$ cat src/rtl/muldiv_pkg.sv
// Shared encodings for the HI/LO multiply/divide engine: opcodes, FSM states, MIN helper.
package muldiv_pkg;

  typedef enum logic [2:0] {
    OP_MULT  = 3'd0,
    OP_MULTU = 3'd1,
    OP_DIV   = 3'd2,
    OP_DIVU  = 3'd3,
    OP_MADD  = 3'd4,
    OP_MADDU = 3'd5
  } op_e;

  typedef enum logic [1:0] {
    IDLE = 2'd0,
    CALC = 2'd1,
    FIX  = 2'd2
  } state_e;

  // Most negative two's-complement value of a given width, right-aligned in 64 bits.
  function automatic logic [63:0] min_val(input int unsigned width);
    return 64'd1 << (width - 1);
  endfunction

endpackage

$ cat src/rtl/muldiv_iter_core.sv
// One-bit-per-cycle datapath: shift-add multiply or restoring divide on magnitudes.
// o_acc/o_sh hold {product hi, product lo} or {remainder, quotient} after WIDTH steps.
module muldiv_iter_core #(
  parameter int WIDTH = 32,
  parameter int CNT_W = $clog2(WIDTH) + 1
) (
  input  logic             Clk,
  input  logic             Clr,
  input  logic             i_load,
  input  logic             i_step,
  input  logic             i_is_div,
  input  logic [WIDTH-1:0] i_x,
  input  logic [WIDTH-1:0] i_y,
  output logic [WIDTH-1:0] o_acc,
  output logic [WIDTH-1:0] o_sh,
  output logic             o_last
);

  localparam logic [CNT_W-1:0] LAST = CNT_W'(WIDTH - 1);

  logic [WIDTH-1:0] r_acc;
  logic [WIDTH-1:0] r_sh;
  logic [WIDTH-1:0] r_opnd;
  logic [CNT_W-1:0] r_cnt;

  logic [WIDTH:0]   w_mul_sum;
  logic [WIDTH:0]   w_div_shift;
  logic [WIDTH:0]   w_div_diff;

  // Remainder stays below the divisor, so WIDTH+1 bits are enough for the trial subtract.
  assign w_mul_sum   = {1'b0, r_acc} + (r_sh[0] ? {1'b0, r_opnd} : '0);
  assign w_div_shift = {r_acc, r_sh[WIDTH-1]};
  assign w_div_diff  = w_div_shift - {1'b0, r_opnd};

  always_ff @(posedge Clk) begin
    if (Clr) begin
      r_acc  <= '0;
      r_sh   <= '0;
      r_opnd <= '0;
      r_cnt  <= '0;
    end else if (i_load) begin
      r_acc  <= '0;
      r_sh   <= i_x;
      r_opnd <= i_y;
      r_cnt  <= '0;
    end else if (i_step) begin
      r_cnt <= r_cnt + CNT_W'(1);
      if (i_is_div) begin
        if (!w_div_diff[WIDTH]) begin
          r_acc <= w_div_diff[WIDTH-1:0];
          r_sh  <= {r_sh[WIDTH-2:0], 1'b1};
        end else begin
          r_acc <= w_div_shift[WIDTH-1:0];
          r_sh  <= {r_sh[WIDTH-2:0], 1'b0};
        end
      end else begin
        r_acc <= w_mul_sum[WIDTH:1];
        r_sh  <= {w_mul_sum[0], r_sh[WIDTH-1:1]};
      end
    end
  end

  assign o_acc  = r_acc;
  assign o_sh   = r_sh;
  assign o_last = (r_cnt == LAST);

endmodule

$ cat src/rtl/muldiv_hilo_unit.sv
// Iterative MULT/MULTU/DIV/DIVU engine with architectural HI/LO and MTHI/MTLO writes.
// MULDIV_ACCUM_EN enables MADD/MADDU accumulation into {hi,lo}; otherwise they act as MULT/MULTU.
module muldiv_hilo_unit
  import muldiv_pkg::*;
#(
  parameter int WIDTH = 32
) (
  input  logic             Clk,
  input  logic             Clr,
  input  logic             start,
  input  logic [2:0]       op,
  input  logic [WIDTH-1:0] a,
  input  logic [WIDTH-1:0] b,
  input  logic             hi_wr,
  input  logic             lo_wr,
  input  logic [WIDTH-1:0] wdata,
  output logic             busy,
  output logic             done,
  output logic             div_by_zero,
  output logic [WIDTH-1:0] hi,
  output logic [WIDTH-1:0] lo
);

  localparam int CNT_W = $clog2(WIDTH) + 1;

  state_e           r_state;
  logic [WIDTH-1:0] r_hi;
  logic [WIDTH-1:0] r_lo;
  logic [WIDTH-1:0] r_dividend;
  logic             r_done;
  logic             r_dbz;
  logic             r_is_div;
  logic             r_dz;
  logic             r_rsvd;
  logic             r_neg_p;
  logic             r_neg_r;
`ifdef MULDIV_ACCUM_EN
  logic             r_accum;
`endif

  logic               w_sgn;
  logic               w_div;
  logic               w_a_neg;
  logic               w_b_neg;
  logic [WIDTH-1:0]   w_a_mag;
  logic [WIDTH-1:0]   w_b_mag;
  logic [WIDTH-1:0]   w_acc;
  logic [WIDTH-1:0]   w_sh;
  logic               w_last;
  logic [2*WIDTH-1:0] w_prod;
  logic [2*WIDTH-1:0] w_prod_s;
  logic [2*WIDTH-1:0] w_mul_res;
  logic [WIDTH-1:0]   w_quot;
  logic [WIDTH-1:0]   w_rem;

  assign w_sgn   = (op == OP_MULT) || (op == OP_DIV) || (op == OP_MADD);
  assign w_div   = (op == OP_DIV) || (op == OP_DIVU);
  assign w_a_neg = w_sgn & a[WIDTH-1];
  assign w_b_neg = w_sgn & b[WIDTH-1];
  assign w_a_mag = w_a_neg ? -a : a;
  assign w_b_mag = w_b_neg ? -b : b;

  muldiv_iter_core #(.WIDTH(WIDTH), .CNT_W(CNT_W)) u_core (
    .Clk      (Clk),
    .Clr      (Clr),
    .i_load   ((r_state == IDLE) && start),
    .i_step   (r_state == CALC),
    .i_is_div (r_is_div),
    .i_x      (w_div ? w_a_mag : w_b_mag),
    .i_y      (w_div ? w_b_mag : w_a_mag),
    .o_acc    (w_acc),
    .o_sh     (w_sh),
    .o_last   (w_last)
  );

  // Remainder follows the dividend sign; quotient and product follow sign(a)^sign(b).
  assign w_prod   = {w_acc, w_sh};
  assign w_prod_s = r_neg_p ? -w_prod : w_prod;
  assign w_quot   = r_neg_p ? -w_sh : w_sh;
  assign w_rem    = r_neg_r ? -w_acc : w_acc;
`ifdef MULDIV_ACCUM_EN
  assign w_mul_res = r_accum ? ({r_hi, r_lo} + w_prod_s) : w_prod_s;
`else
  assign w_mul_res = w_prod_s;
`endif

  always_ff @(posedge Clk) begin
    if (Clr) begin
      r_state    <= IDLE;
      r_hi       <= '0;
      r_lo       <= '0;
      r_dividend <= '0;
      r_done     <= 1'b0;
      r_dbz      <= 1'b0;
      r_is_div   <= 1'b0;
      r_dz       <= 1'b0;
      r_rsvd     <= 1'b0;
      r_neg_p    <= 1'b0;
      r_neg_r    <= 1'b0;
`ifdef MULDIV_ACCUM_EN
      r_accum    <= 1'b0;
`endif
    end else begin
      r_done <= 1'b0;
      r_dbz  <= 1'b0;
      case (r_state)
        IDLE: begin
          if (hi_wr) r_hi <= wdata;
          if (lo_wr) r_lo <= wdata;
          if (start) begin
            r_state    <= CALC;
            r_dividend <= a;
            r_is_div   <= w_div;
            r_dz       <= w_div && (b == '0);
            r_rsvd     <= (op[2:1] == 2'b11);
            r_neg_p    <= w_a_neg ^ w_b_neg;
            r_neg_r    <= w_a_neg & w_div;
`ifdef MULDIV_ACCUM_EN
            r_accum    <= (op == OP_MADD) || (op == OP_MADDU);
`endif
          end
        end
        CALC: begin
          if (w_last) r_state <= FIX;
        end
        FIX: begin
          r_state <= IDLE;
          r_done  <= 1'b1;
          if (!r_rsvd) begin
            if (r_is_div && r_dz) begin
              r_hi  <= r_dividend;
              r_lo  <= '1;
              r_dbz <= 1'b1;
            end else if (r_is_div) begin
              r_hi <= w_rem;
              r_lo <= w_quot;
            end else begin
              {r_hi, r_lo} <= w_mul_res;
            end
          end
        end
        default: r_state <= IDLE;
      endcase
    end
  end

  assign busy        = (r_state != IDLE);
  assign done        = r_done;
  assign div_by_zero = r_dbz;
  assign hi          = r_hi;
  assign lo          = r_lo;

endmodule

$ cat config.mk
export PLATFORM = sky130hd
export DESIGN_NAME = muldiv_hilo_unit
export DESIGN_NICKNAME = d
export VERILOG_FILES = /design/src/rtl/muldiv_pkg.sv /design/src/rtl/muldiv_iter_core.sv /design/src/rtl/muldiv_hilo_unit.sv
export SDC_FILE = /design/constraint.sdc
export NUM_CORES = 1
export LEC_CHECK = 0
export CAP_MARGIN = 20
export CELL_PAD_IN_SITES_DETAIL_PLACEMENT = 0
export CELL_PAD_IN_SITES_GLOBAL_PLACEMENT = 1
export CORE_MARGIN = 2
export CORE_UTILIZATION = 46
export CTS_CLUSTER_SIZE = 14
export DETAILED_ROUTE_END_ITERATION = 8
export GPL_ROUTABILITY_DRIVEN = 0
export GPL_TIMING_DRIVEN = 1
export PLACE_DENSITY_LB_ADDON = 0.15
export REMOVE_ABC_BUFFERS = 1
export SLEW_MARGIN = 0
export SYNTH_ARGS = -nofsm -noshare
export SYNTH_HDL_FRONTEND = slang
export SYNTH_SLANG_ARGS = --single-unit
$ cat constraint.sdc
create_clock -name Clk -period 5.5 [get_ports Clk]
set_input_delay 1.1 -clock Clk [delete_from_list [all_inputs] [get_ports Clk]]
set_output_delay 1.1 -clock Clk [all_outputs]
set_load 0.01 [all_outputs]
# Yosys cells after proc, flatten, opt, wreduce, memory -nomap -nowiden
# Cells that the tools add are included.
[word_totals]
reg_bits = 207
input_bits = 104
output_inout_bits = 67
[classes]
add_sub_neg = 8
eq_ne = 12
n_mux = 29
n_bitwise = 5
n_reduce_logical = 18
[op_table]
columns = ["operator", "n"]
rows = [
  ["2-to-1 mux 32 bit", 20],
  ["negation 32 bit", 4],
  ["case mux 32 bit (2 select lines)", 2],
  ["2-to-1 mux 64 bit", 1],
  ["negation 64 bit", 1],
  ["adder 32 x 33 -> 33 bit", 1],
  ["subtractor 33 x 32 -> 33 bit", 1],
  ["zero test 32 bit", 1],
  ["inequality test 2 bit, second input constant", 5],
  ["adder 6 x 1 -> 6 bit, second input constant", 1],
  ["== test 3 x 2 -> 1 bit, second input constant", 2],
  ["== test 6 x 5 -> 1 bit, second input constant", 1],
  ["AND reduction 3 bit", 2],
  ["nonzero test 2 bit", 3],
  ["== test 2 bit, second input constant", 2],
  ["2-to-1 mux 2 bit", 2],
  ["case mux 2 bit (2 select lines)", 1],
  ["AND reduction 2 bit", 2],
  ["bitwise AND 1 bit", 3],
  ["== test 3 bit, second input constant", 1],
  ["logical AND 1 bit", 3],
  ["zero test 3 bit", 1],
  ["logical OR 1 bit", 3],
  ["2-to-1 mux 1 bit", 3],
  ["6 further kinds", 6],
]

# Logic depth before layout (Yosys ltp)
# Gate-level depths: netlist of run 1.
[depth]
depth_word = 7
mapped_depth = 15
mapped_depth_nobuf = 12

# By module
# From an unflattened synthesis of run 1, not the netlist that was laid out.
[hier_totals]
cells_unflattened = 2242
area_unflattened_um2 = 16802.4
[modules_own_cells]
columns = ["mod", "instances", "cells_per_inst", "area_each_um2", "seq_area_each_um2"]
rows = [
  ["muldiv_hilo_unit", 1, 1174, 8514.4, 2102.0],
  ["muldiv_iter_core", 1, 1068, 8287.9, 2042.0],
]

# Worst setup path after synthesis of run 1
# Ideal clock, no wire load.
[synth_timing]
path_kind = "register to register"
from = "register u_core.r_sh[0], in the netlist u_core.o_sh[0]"
to = "register u_core.r_acc[29], in the netlist u_core.o_acc[29]"
setup_ns = 0.119
t_arrival_ns = 3.448
path_slack_ns = 1.933
path_stages_with_launch = 16
path_buffers = 3
cell_sequence = "dfxtp_1 > clkbuf_1 > inv_1 > clkbuf_1 > nor2_1 > ha_1 > clkbuf_1 > a211o_1 > a221o_1 > a31oi_1 > a2111oi_0 > o21ai_1 > nor2_1 > o41ai_1 > mux2_2 > o221a_2"
[synth_via]
elab_chain_len = 3
[synth_lines]
columns = ["element", "line", "text"]
rows = [
  ["start, declared", "muldiv_iter_core.sv:22", "logic [WIDTH-1:0] r_sh;"],
  ["start signal, assigned", "muldiv_iter_core.sv:43", "r_sh <= i_x;"],
  ["start signal, assigned", "muldiv_iter_core.sv:51", "r_sh <= {r_sh[WIDTH-2:0], 1'b1};"],
  ["start signal, assigned", "muldiv_iter_core.sv:54", "r_sh <= {r_sh[WIDTH-2:0], 1'b0};"],
  ["2-to-1 mux 32 bit", "muldiv_iter_core.sv:31", "assign w_mul_sum = {1'b0, r_acc} + (r_sh[0] ? {1'b0, r_opnd} : '0);"],
  ["adder 32 x 33 -> 33 bit", "muldiv_iter_core.sv:31", ""],
  ["2-to-1 mux 32 bit", "muldiv_iter_core.sv:48", "if (i_is_div) begin"],
  ["end signal, assigned", "muldiv_iter_core.sv:50", "r_acc <= w_div_diff[WIDTH-1:0];"],
  ["end signal, assigned", "muldiv_iter_core.sv:53", "r_acc <= w_div_shift[WIDTH-1:0];"],
  ["end signal, assigned", "muldiv_iter_core.sv:57", "r_acc <= w_mul_sum[WIDTH:1];"],
  ["end, declared", "muldiv_iter_core.sv:21", "logic [WIDTH-1:0] r_acc;"],
]
# No other way between the ends.
# A chain may end at the register's enable or synchronous reset.

# Final worst setup path of run 1
[layout_timing]
from = "register u_core.r_sh[31], in the netlist u_core.o_sh[31]"
to = "register u_core.r_acc[18], in the netlist u_core.o_acc[18]"
[layout_via]
elab_chain_len = 3
[layout_lines]
columns = ["element", "line", "text"]
rows = [
  ["subtractor 33 x 32 -> 33 bit", "muldiv_iter_core.sv:33", "assign w_div_diff = w_div_shift - {1'b0, r_opnd};"],
  ["2-to-1 mux 32 bit", "muldiv_iter_core.sv:49", "if (!w_div_diff[WIDTH]) begin"],
  ["2-to-1 mux 32 bit", "muldiv_iter_core.sv:48", ""],
]
# No other way between the ends.

==> impl_table.tex, run 1 <==
\begin{tabular}{lr}
\hline
Metric & Value \\
\hline
\multicolumn{2}{l}{\textbf{Floorplan}} \\
I/O pin total & 171 \\
Total number of placement rows & 68 \\
Starting Density & 46.93\% \\
Die extent in x & 192.2 um \\
Core box area & $\sim$35000 sq um \\
Die Area & 36940 sq um \\
Die boundary height & 192.2 um \\
\multicolumn{2}{l}{\textbf{Route}} \\
Routed wirelength normalized by instance count & 22.19 um \\
Metal1 wirelength & 26340 um \\
WL final & 61940 um \\
Met2 WL & 28000 um \\
Number of DRC violations after detailed routing & 0 \\
Uppermost routed layer & met4 \\
Via count of the routed design & 17.45k \\
Avg Vias per Cell & 6.250 \\
DR pass1 iterations & 6 \\
Count of antenna-violating nets left after detailed routing & 0 \\
Total length of routed met3 wires & 4884 um \\
Initial detailed-routing violation count & 1654 \\
\multicolumn{2}{l}{\textbf{Synth}} \\
Per-instance average area after synthesis & 7.243 sq um \\
Count of flip-flops with a built-in enable after synthesis & 0 \\
FF+latch count, synth & 207 \\
Post-synthesis sequential area ratio & 25.44\% \\
Fraction of synthesis flops using an asynchronous set or reset pin & 0\% \\
Cell count after synthesis & 2249 \\
Number of distinct library cell variants in the gate-level netlist after synthesis & 80 \\
Warnings, synthesis & 0 \\
Post-Synthesis Cell Area & around 16000 sq um \\
Top FF cell, synth & dfxtp\_1 \\
\multicolumn{2}{l}{\textbf{Setup path}} \\
Setup Crit Path Kind & reg2reg \\
Worst-path maximum fanout & 21 \\
Slowest Stage Delay on Critical Path & 510 ps \\
Worst-path cell chain & buf\_4 > inv\_1 > ha\_1 > fa\_1 > nand2b\_1 > a21o\_1 > a21oi\_1 > o211ai\_1 > and4\_1 > nor2\_2 > buf\_4 > mux2\_2 > a21oi\_1 > o21ai\_0 \\
Worst setup SP type & flip-flop \\
Crit-path slowest cell & nor2\_2 \\
Critical Path AT & about 4700 ps \\
Crit. End Element & flip-flop \\
Required arrival time at the worst endpoint & 5900 ps \\
Gate family responsible for the most delay along the worst path & compound AO/OA/AOI/OAI gates \\
Crit path buffers/inverters & 3 \\
\multicolumn{2}{l}{\textbf{Global route}} \\
Pin count of the biggest net entering global routing & 84 \\
First-pass GRT wire length & about 94000 um \\
GRT Util Overall & 32.64\% \\
Via count of the first global-routing pass & 16.29k \\
Antenna violations before repair & 3 \\
Total gr overflow & 0 \\
\multicolumn{2}{l}{\textbf{Timing}} \\
Finish-stage setup viols & 0 \\
RSZ-0062 raised after global routing & false \\
Worst-case headroom to the max-slew limit & between 20\% and 30\% \\
Highest clock rate & 233.5 MHz \\
Tcrit/Tclk final & roughly 78\% \\
Max-slew violation count & 0 \\
Transition time at the pin with the least slew margin & 1131 ps \\
Setup tns final & 0 ps \\
Setup Skew & around 13 ps \\
Number of hold-slack violations in the final timing report & 0 \\
Final WS setup & 1218 ps \\
Min cycle time layout & 4282 ps \\
\multicolumn{2}{l}{\textbf{Placed design}} \\
Placement-stage cell area & 18230 sq um \\
Half-perimeter wire length after detailed placement & 45900 um \\
\# port buffers & 170 \\
Minimum setup slack after placement & 1122 ps \\
\multicolumn{2}{l}{\textbf{Clocking}} \\
Clock sink count & 207 \\
Register clock-pin slew on the reported worst setup and hold paths & $\sim$60 ps \\
Clock buffer count from CTS & 25 \\
Clock H-tree levels & 1 \\
Count of hold buffers inserted by post-cts repair & 0 \\
Post-CTS Setup Repair Bufs & 0 \\
CTS tree & yes \\
Source-to-sink clock delay at the later pin of the worst-skew pair & around 540 ps \\
Maximum number of buffers from clock root to sink & 3 \\
\# resized after CTS & 0 \\
Clock root buffer & clkbuf\_16 \\
\multicolumn{2}{l}{\textbf{Final layout}} \\
FF+latch area & 4148 sq um \\
Finished layout cell area & 19060 sq um \\
Ratio of cells with drive above 1 in the final layout & 5.532\% \\
Area of the multi-input gates & $\sim$11000 sq um \\
Relative area change from synthesis to final layout & 17.02\% \\
Filler cells & 3404 \\
Final layout net count & around 2.5k \\
\multicolumn{2}{l}{\textbf{Pwr}} \\
Power density cells & 261.7 nW/um\^{}2 \\
Leakage power & a little over 7 nW \\
Peak ir drop on the vdd network & 0.2220 mV \\
\multicolumn{2}{l}{\textbf{Worst hold path}} \\
Class of the most critical hold timing path & reg2reg \\
\multicolumn{2}{l}{\textbf{Job}} \\
Max-cap violation count & 0 \\
\multicolumn{2}{l}{\textbf{Status}} \\
Status & finished clean \\
\hline
\end{tabular}
==> cell usage after synthesis, types with 10 or more instances <==
master	instances	area, sq um
a2111oi_0	10	87.58
a211oi_1	32	240.2
a21o_1	37	277.8
a21oi_1	284	1421
a31oi_1	21	131.4
and2_1	14	87.58
and3_1	12	75.07
buf_1	10	37.54
clkbuf_1	146	548.0
dfxtp_1	207	4144
ha_1	69	863.3
inv_1	71	266.5
mux2_2	12	135.1
mux2i_1	47	470.5
nand2_1	312	1171
nand2b_1	18	112.6
nand3_1	42	210.2
nand4_1	18	112.6
nor2_1	200	750.7
nor2b_1	10	62.56
nor3_1	52	260.3
nor4_1	12	75.07
o211ai_1	77	578.1
o21ai_0	124	620.6
o221ai_1	31	271.5
o22ai_1	12	75.07
o31ai_1	30	225.2
o41ai_1	13	113.9
or3_1	15	93.84
or4_1	10	75.07
xnor2_1	106	928.4
xor2_1	69	604.3
==> per-stage QoR <==
stage	hold slack, ps	std cells	total power [mW]	utilization [%]
floorplan	412.1	2082	2.702	-
global placement	438.8	2743	3.266	52.51
detailed placement	443.2	2743	3.283	52.51
CTS	451.6	2787	4.974	54.89
global route	463.0	2788	5.202	54.89
finish	450.7	2791	4.989	54.92
==> worst reg2reg max path: cells and delay by family (launching register included) <==
| family | cells | cell delay [ps] |
|---|---|---|
| muxes | 1 | 370 |
| DFF | 1 | 310 |
| buffers and inverters | 3 | 610 |
| and+or+nand+nor | 3 | 1080 |
| AOI/OAI and AO/OA | 5 | 1140 |
| adders and majority gates | 2 | 600 |
==> flip-flops by register name, indices dropped and copies added (netlist names) <==
register,count
hi,32
lo,32
r_dividend,32
u_core.o_acc,32
u_core.o_sh,32
u_core.r_opnd,32
u_core.r_cnt,6
r_state,2
div_by_zero,1
done,1
r_dz,1
r_is_div,1
r_neg_p,1
r_neg_r,1
r_rsvd,1
==> layer usage <==
layer / global-route usage, % / vias to the layer above
met4: 13.92 / 0
li1: - / 8259
met3: 4.367 / 127
met2: 52.05 / 791
met5: 0 / -
met1: 44.10 / 8268
==> cell families after synthesis <==
group                    share of synthesized area (%)
AO/OA/AOI/OAI                                    29.66
AND/OR/NAND/NOR                                  20.57
buffers and inverters                            5.661
flip-flops                                       25.44
XOR/XNOR                                         9.409
adder cells (fa/ha/maj)                          5.545
multiplexers                                     3.717
==> path summary, 6_finish.rpt <==
path	from	to	slack, ps	depth (start not counted)
min	r_dividend[18]	r_dividend[18]	450	2
max reg2reg	u_core.o_sh[31]	u_core.o_acc[18]	1220	14
max	u_core.o_sh[31]	u_core.o_acc[18]	1220	14
min reg2reg	r_dividend[18]	r_dividend[18]	450	2
==> area by class of cell <==
cell class              instances  share of cell area, %
flip-flops and latches        207                  21.76
clock inverters                 7                 0.5054
inverters                      71                  1.398
clock buffers                  37                  3.833
well taps                     455                  2.986
diodes                          4                0.05251
multi-input cells            1804                  59.14
repair buffers                206                  10.33
==> power breakdown <==
group	internal (mW)	leakage [nW]	switching [mW]
combinational	0.623	5.11	0.937
sequential	1.60	1.70	0.124
clock	1.01	0.408	0.691
total	3.24	7.22	1.75
==> cell usage in the layout, fill, tap and decap left out, drive strengths merged, types with 42 or more instances in the layout <==
| cell | instances |
|---|---|
| ha | 69 |
| o211ai | 77 |
| nor3 | 53 |
| o21ai | 131 |
| xnor2 | 106 |
| xor2 | 69 |
| nand3 | 42 |
| clkdlybuf4s50 | 169 |
| inv | 73 |
| nand2 | 313 |
| a21oi | 285 |
| mux2i | 47 |
| dfxtp | 207 |
| nor2 | 201 |
No activity file was read; power rests on OpenSTA's default activity.
==> run 2: changes to the inputs <==
--- a/config.mk
+++ b/config.mk
@@ -9,7 +9,7 @@
 export CELL_PAD_IN_SITES_DETAIL_PLACEMENT = 0
 export CELL_PAD_IN_SITES_GLOBAL_PLACEMENT = 1
 export CORE_MARGIN = 2
-export CORE_UTILIZATION = 46
+export CORE_UTILIZATION = 43
 export CTS_CLUSTER_SIZE = 14
 export DETAILED_ROUTE_END_ITERATION = 8
 export GPL_ROUTABILITY_DRIVEN = 0
==> constraint.sdc (replaced) <==
create_clock -name Clk -period 4.3 [get_ports Clk]
set_input_delay 0.86 -clock Clk [delete_from_list [all_inputs] [get_ports Clk]]
set_output_delay 0.86 -clock Clk [all_outputs]
set_load 0.01 [all_outputs]
==> impl_table.tex, run 2 (synthesis results as in run 1) <==
\begin{tabular}{lr}
\hline
Metric & Value \\
\hline
\multicolumn{2}{l}{\textbf{Status}} \\
Status & finished clean \\
\multicolumn{2}{l}{\textbf{Floorplan}} \\
Core box area & between 30000 and 40000 sq um \\
Die extent in x & 198.6 um \\
Total number of placement rows & 71 \\
Die boundary height & 198.6 um \\
Starting Density & a little over two fifths \\
Die Area & 39460 sq um \\
I/O pin total & 171 \\
\multicolumn{2}{l}{\textbf{Setup path}} \\
Worst-case register-to-register setup slack & 240 ps \\
Setup Crit Path Kind & reg2reg \\
Worst Reg2Reg Path Length in Cells & 14 \\
Terminus of the critical flop-to-flop path & u\_core.o\_acc[29] \\
Worst setup SP type & flip-flop \\
Crit-path slowest cell & o41ai\_1 \\
Worst-path maximum fanout & 11 \\
Critical Path AT & 4490 ps \\
Slowest Stage Delay on Critical Path & 480 ps \\
Required arrival time at the worst endpoint & 4730 ps \\
RR Startpoint & u\_core.o\_sh[0] \\
Worst-path cell chain & inv\_1 > nor2\_1 > ha\_1 > a211o\_1 > a221o\_1 > a31oi\_1 > a2111oi\_0 > buf\_4 > o21ai\_1 > buf\_4 > nor2\_1 > o41ai\_1 > mux2\_2 > o221a\_2 \\
Crit. End Element & flip-flop \\
\multicolumn{2}{l}{\textbf{Timing}} \\
Finish-stage setup viols & 0 \\
Setup tns final & 0 ps \\
Max-slew violation count & 0 \\
Min cycle time layout & 4058 ps \\
Setup Skew & $\sim$21 ps \\
Worst-case headroom to the max-slew limit & 32.68\% \\
Highest clock rate & 246.4 MHz \\
Transition time at the pin with the least slew margin & 1007 ps \\
Tcrit/Tclk final & 94.36\% \\
RSZ-0062 raised after global routing & false \\
Number of hold-slack violations in the final timing report & 0 \\
\multicolumn{2}{l}{\textbf{Final layout}} \\
Ratio of cells with drive above 1 in the final layout & 7.131\% \\
Area of the multi-input gates & approximately 11000 sq um \\
FF+latch area & 4148 sq um \\
Most common library cell in the layout ignoring fill and taps & nand2\_1 \\
Filler cells & 3785 \\
Commonest cells after routing, fill and taps aside & nand2\_1, a21oi\_1, dfxtp\_1, nor2\_1, clkdlybuf4s50\_1 \\
Final layout net count & 2526 \\
Relative area change from synthesis to final layout & 19.38\% \\
Finished layout cell area & 19450 sq um \\
\multicolumn{2}{l}{\textbf{Worst hold path}} \\
Hold path cells & 2 \\
Worst Hold Endpoint & r\_dividend[12] \\
Worst hold path startpoint & r\_dividend[12] \\
Class of the most critical hold timing path & reg2reg \\
\multicolumn{2}{l}{\textbf{Placed design}} \\
\# port buffers & 170 \\
Placement-stage cell area & 18580 sq um \\
Half-perimeter wire length after detailed placement & 48730 um \\
\multicolumn{2}{l}{\textbf{Global route}} \\
Antenna violations before repair & 1 \\
GRT Util Overall & between 30\% and 40\% \\
Total gr overflow & 0 \\
Pin count of the biggest net entering global routing & between 60 and 70 \\
First-pass GRT wire length & 97470 um \\
Via count of the first global-routing pass & 16.47k \\
\multicolumn{2}{l}{\textbf{Clocking}} \\
Clock sink count & between 200 and 250 \\
Source-to-sink clock delay at the later pin of the worst-skew pair & 560 ps \\
Post-CTS Setup Repair Bufs & 0 \\
Maximum number of buffers from clock root to sink & 3 \\
Clock H-tree levels & 1 \\
CTS tree & yes \\
Count of hold buffers inserted by post-cts repair & 0 \\
Clock root buffer & clkbuf\_16 \\
\# resized after CTS & 0 \\
Clock buffer count from CTS & 25 \\
Register clock-pin slew on the reported worst setup and hold paths & 60 ps \\
\multicolumn{2}{l}{\textbf{Route}} \\
Avg Vias per Cell & 6.136 \\
Via count of the routed design & 17.69k \\
Number of DRC violations after detailed routing & 0 \\
DR pass1 iterations & 8 \\
Routed wirelength normalized by instance count & around 22 um \\
WL final & 64750 um \\
Count of antenna-violating nets left after detailed routing & 0 \\
Initial detailed-routing violation count & approximately 1.5k \\
\multicolumn{2}{l}{\textbf{Pwr}} \\
Peak ir drop on the vdd network & 0.2692 mV \\
Leakage power & 7.413 nW \\
Power density cells & 333.7 nW/um\^{}2 \\
\multicolumn{2}{l}{\textbf{Job}} \\
Max-cap violation count & 0 \\
\hline
\end{tabular}
[run 2: cell types whose count changed in the layout (fill, tap and decap cells not counted), sizes merged]
cell	previous run	this run
clkbuf	37	31
buf	37	73
diode	4	1
inv	73	72
clkinv	3	7
bufinv	2	3
clkinvlp	0	4
[run 2: worst max path at each step]
stage	endpoint	depth (start not counted)	slack, ps	start
global placement	u_core.r_opnd[30]	10	400	b[16]
floorplan	u_core.o_acc[25]	6	-400	r_state[0]
global route	u_core.o_acc[29]	14	110	u_core.o_sh[0]
detailed placement	u_core.r_opnd[30]	10	390	b[16]
finish	u_core.o_acc[29]	14	240	u_core.o_sh[0]
CTS	u_core.o_acc[29]	14	360	u_core.o_sh[0]
[run 2: final cells by class]
| class | instances | area share (%) |
|---|---|---|
| Clock inverter | 15 | 0.8814 |
| Inverter | 71 | 1.370 |
| Sequential cell | 207 | 21.33 |
| Antenna cell | 1 | 0.01287 |
| Multi-Input combinational cell | 1804 | 58.00 |
| Clock buffer | 31 | 3.436 |
| Tap cell | 511 | 3.288 |
| Timing Repair Buffer | 242 | 11.68 |
[run 2: report_power, final]
part | internal, mW | switching [mW] | leakage (nW) | total [mW]
logic | 0.832 | 1.23 | 5.31 | 2.06
registers | 2.05 | 0.146 | 1.70 | 2.20
clock network | 1.29 | 0.940 | 0.402 | 2.23
[run 2: critical path, delay by kind of cell (launching register included)]
| kind | cells | cell delay [ps] |
|---|---|---|
| buf+inv | 3 | 740 |
| fa+ha+maj | 1 | 360 |
| compound gates | 7 | 1950 |
| simple gates | 2 | 160 |
| mux | 1 | 400 |
| flops | 1 | 310 |
[run 2: metal layers]
metal  vias to the layer above  share of wire, %  global-route usage, %
met1                      8441                44                  44.46
li1                       8336                 -                      -
met3                       146               6.7                  3.035
met2                       762                44                  50.79
met5                         -                 0                      0
met4                         0               4.9                  13.76
[run 2: stage by stage]
step	power (mW)	instances	setup WS (ps)	util, %	hold WS (ps)
finish	6.489	2882	242.3	51.88	452.3
global route	6.769	2882	108.1	51.88	468.1
CTS	6.467	2880	359.5	51.80	452.6
detailed placement	4.251	2834	385.6	49.56	443.7
global placement	4.235	2834	401.4	49.56	438.1
floorplan	3.456	2082	-395.0	-	412.1
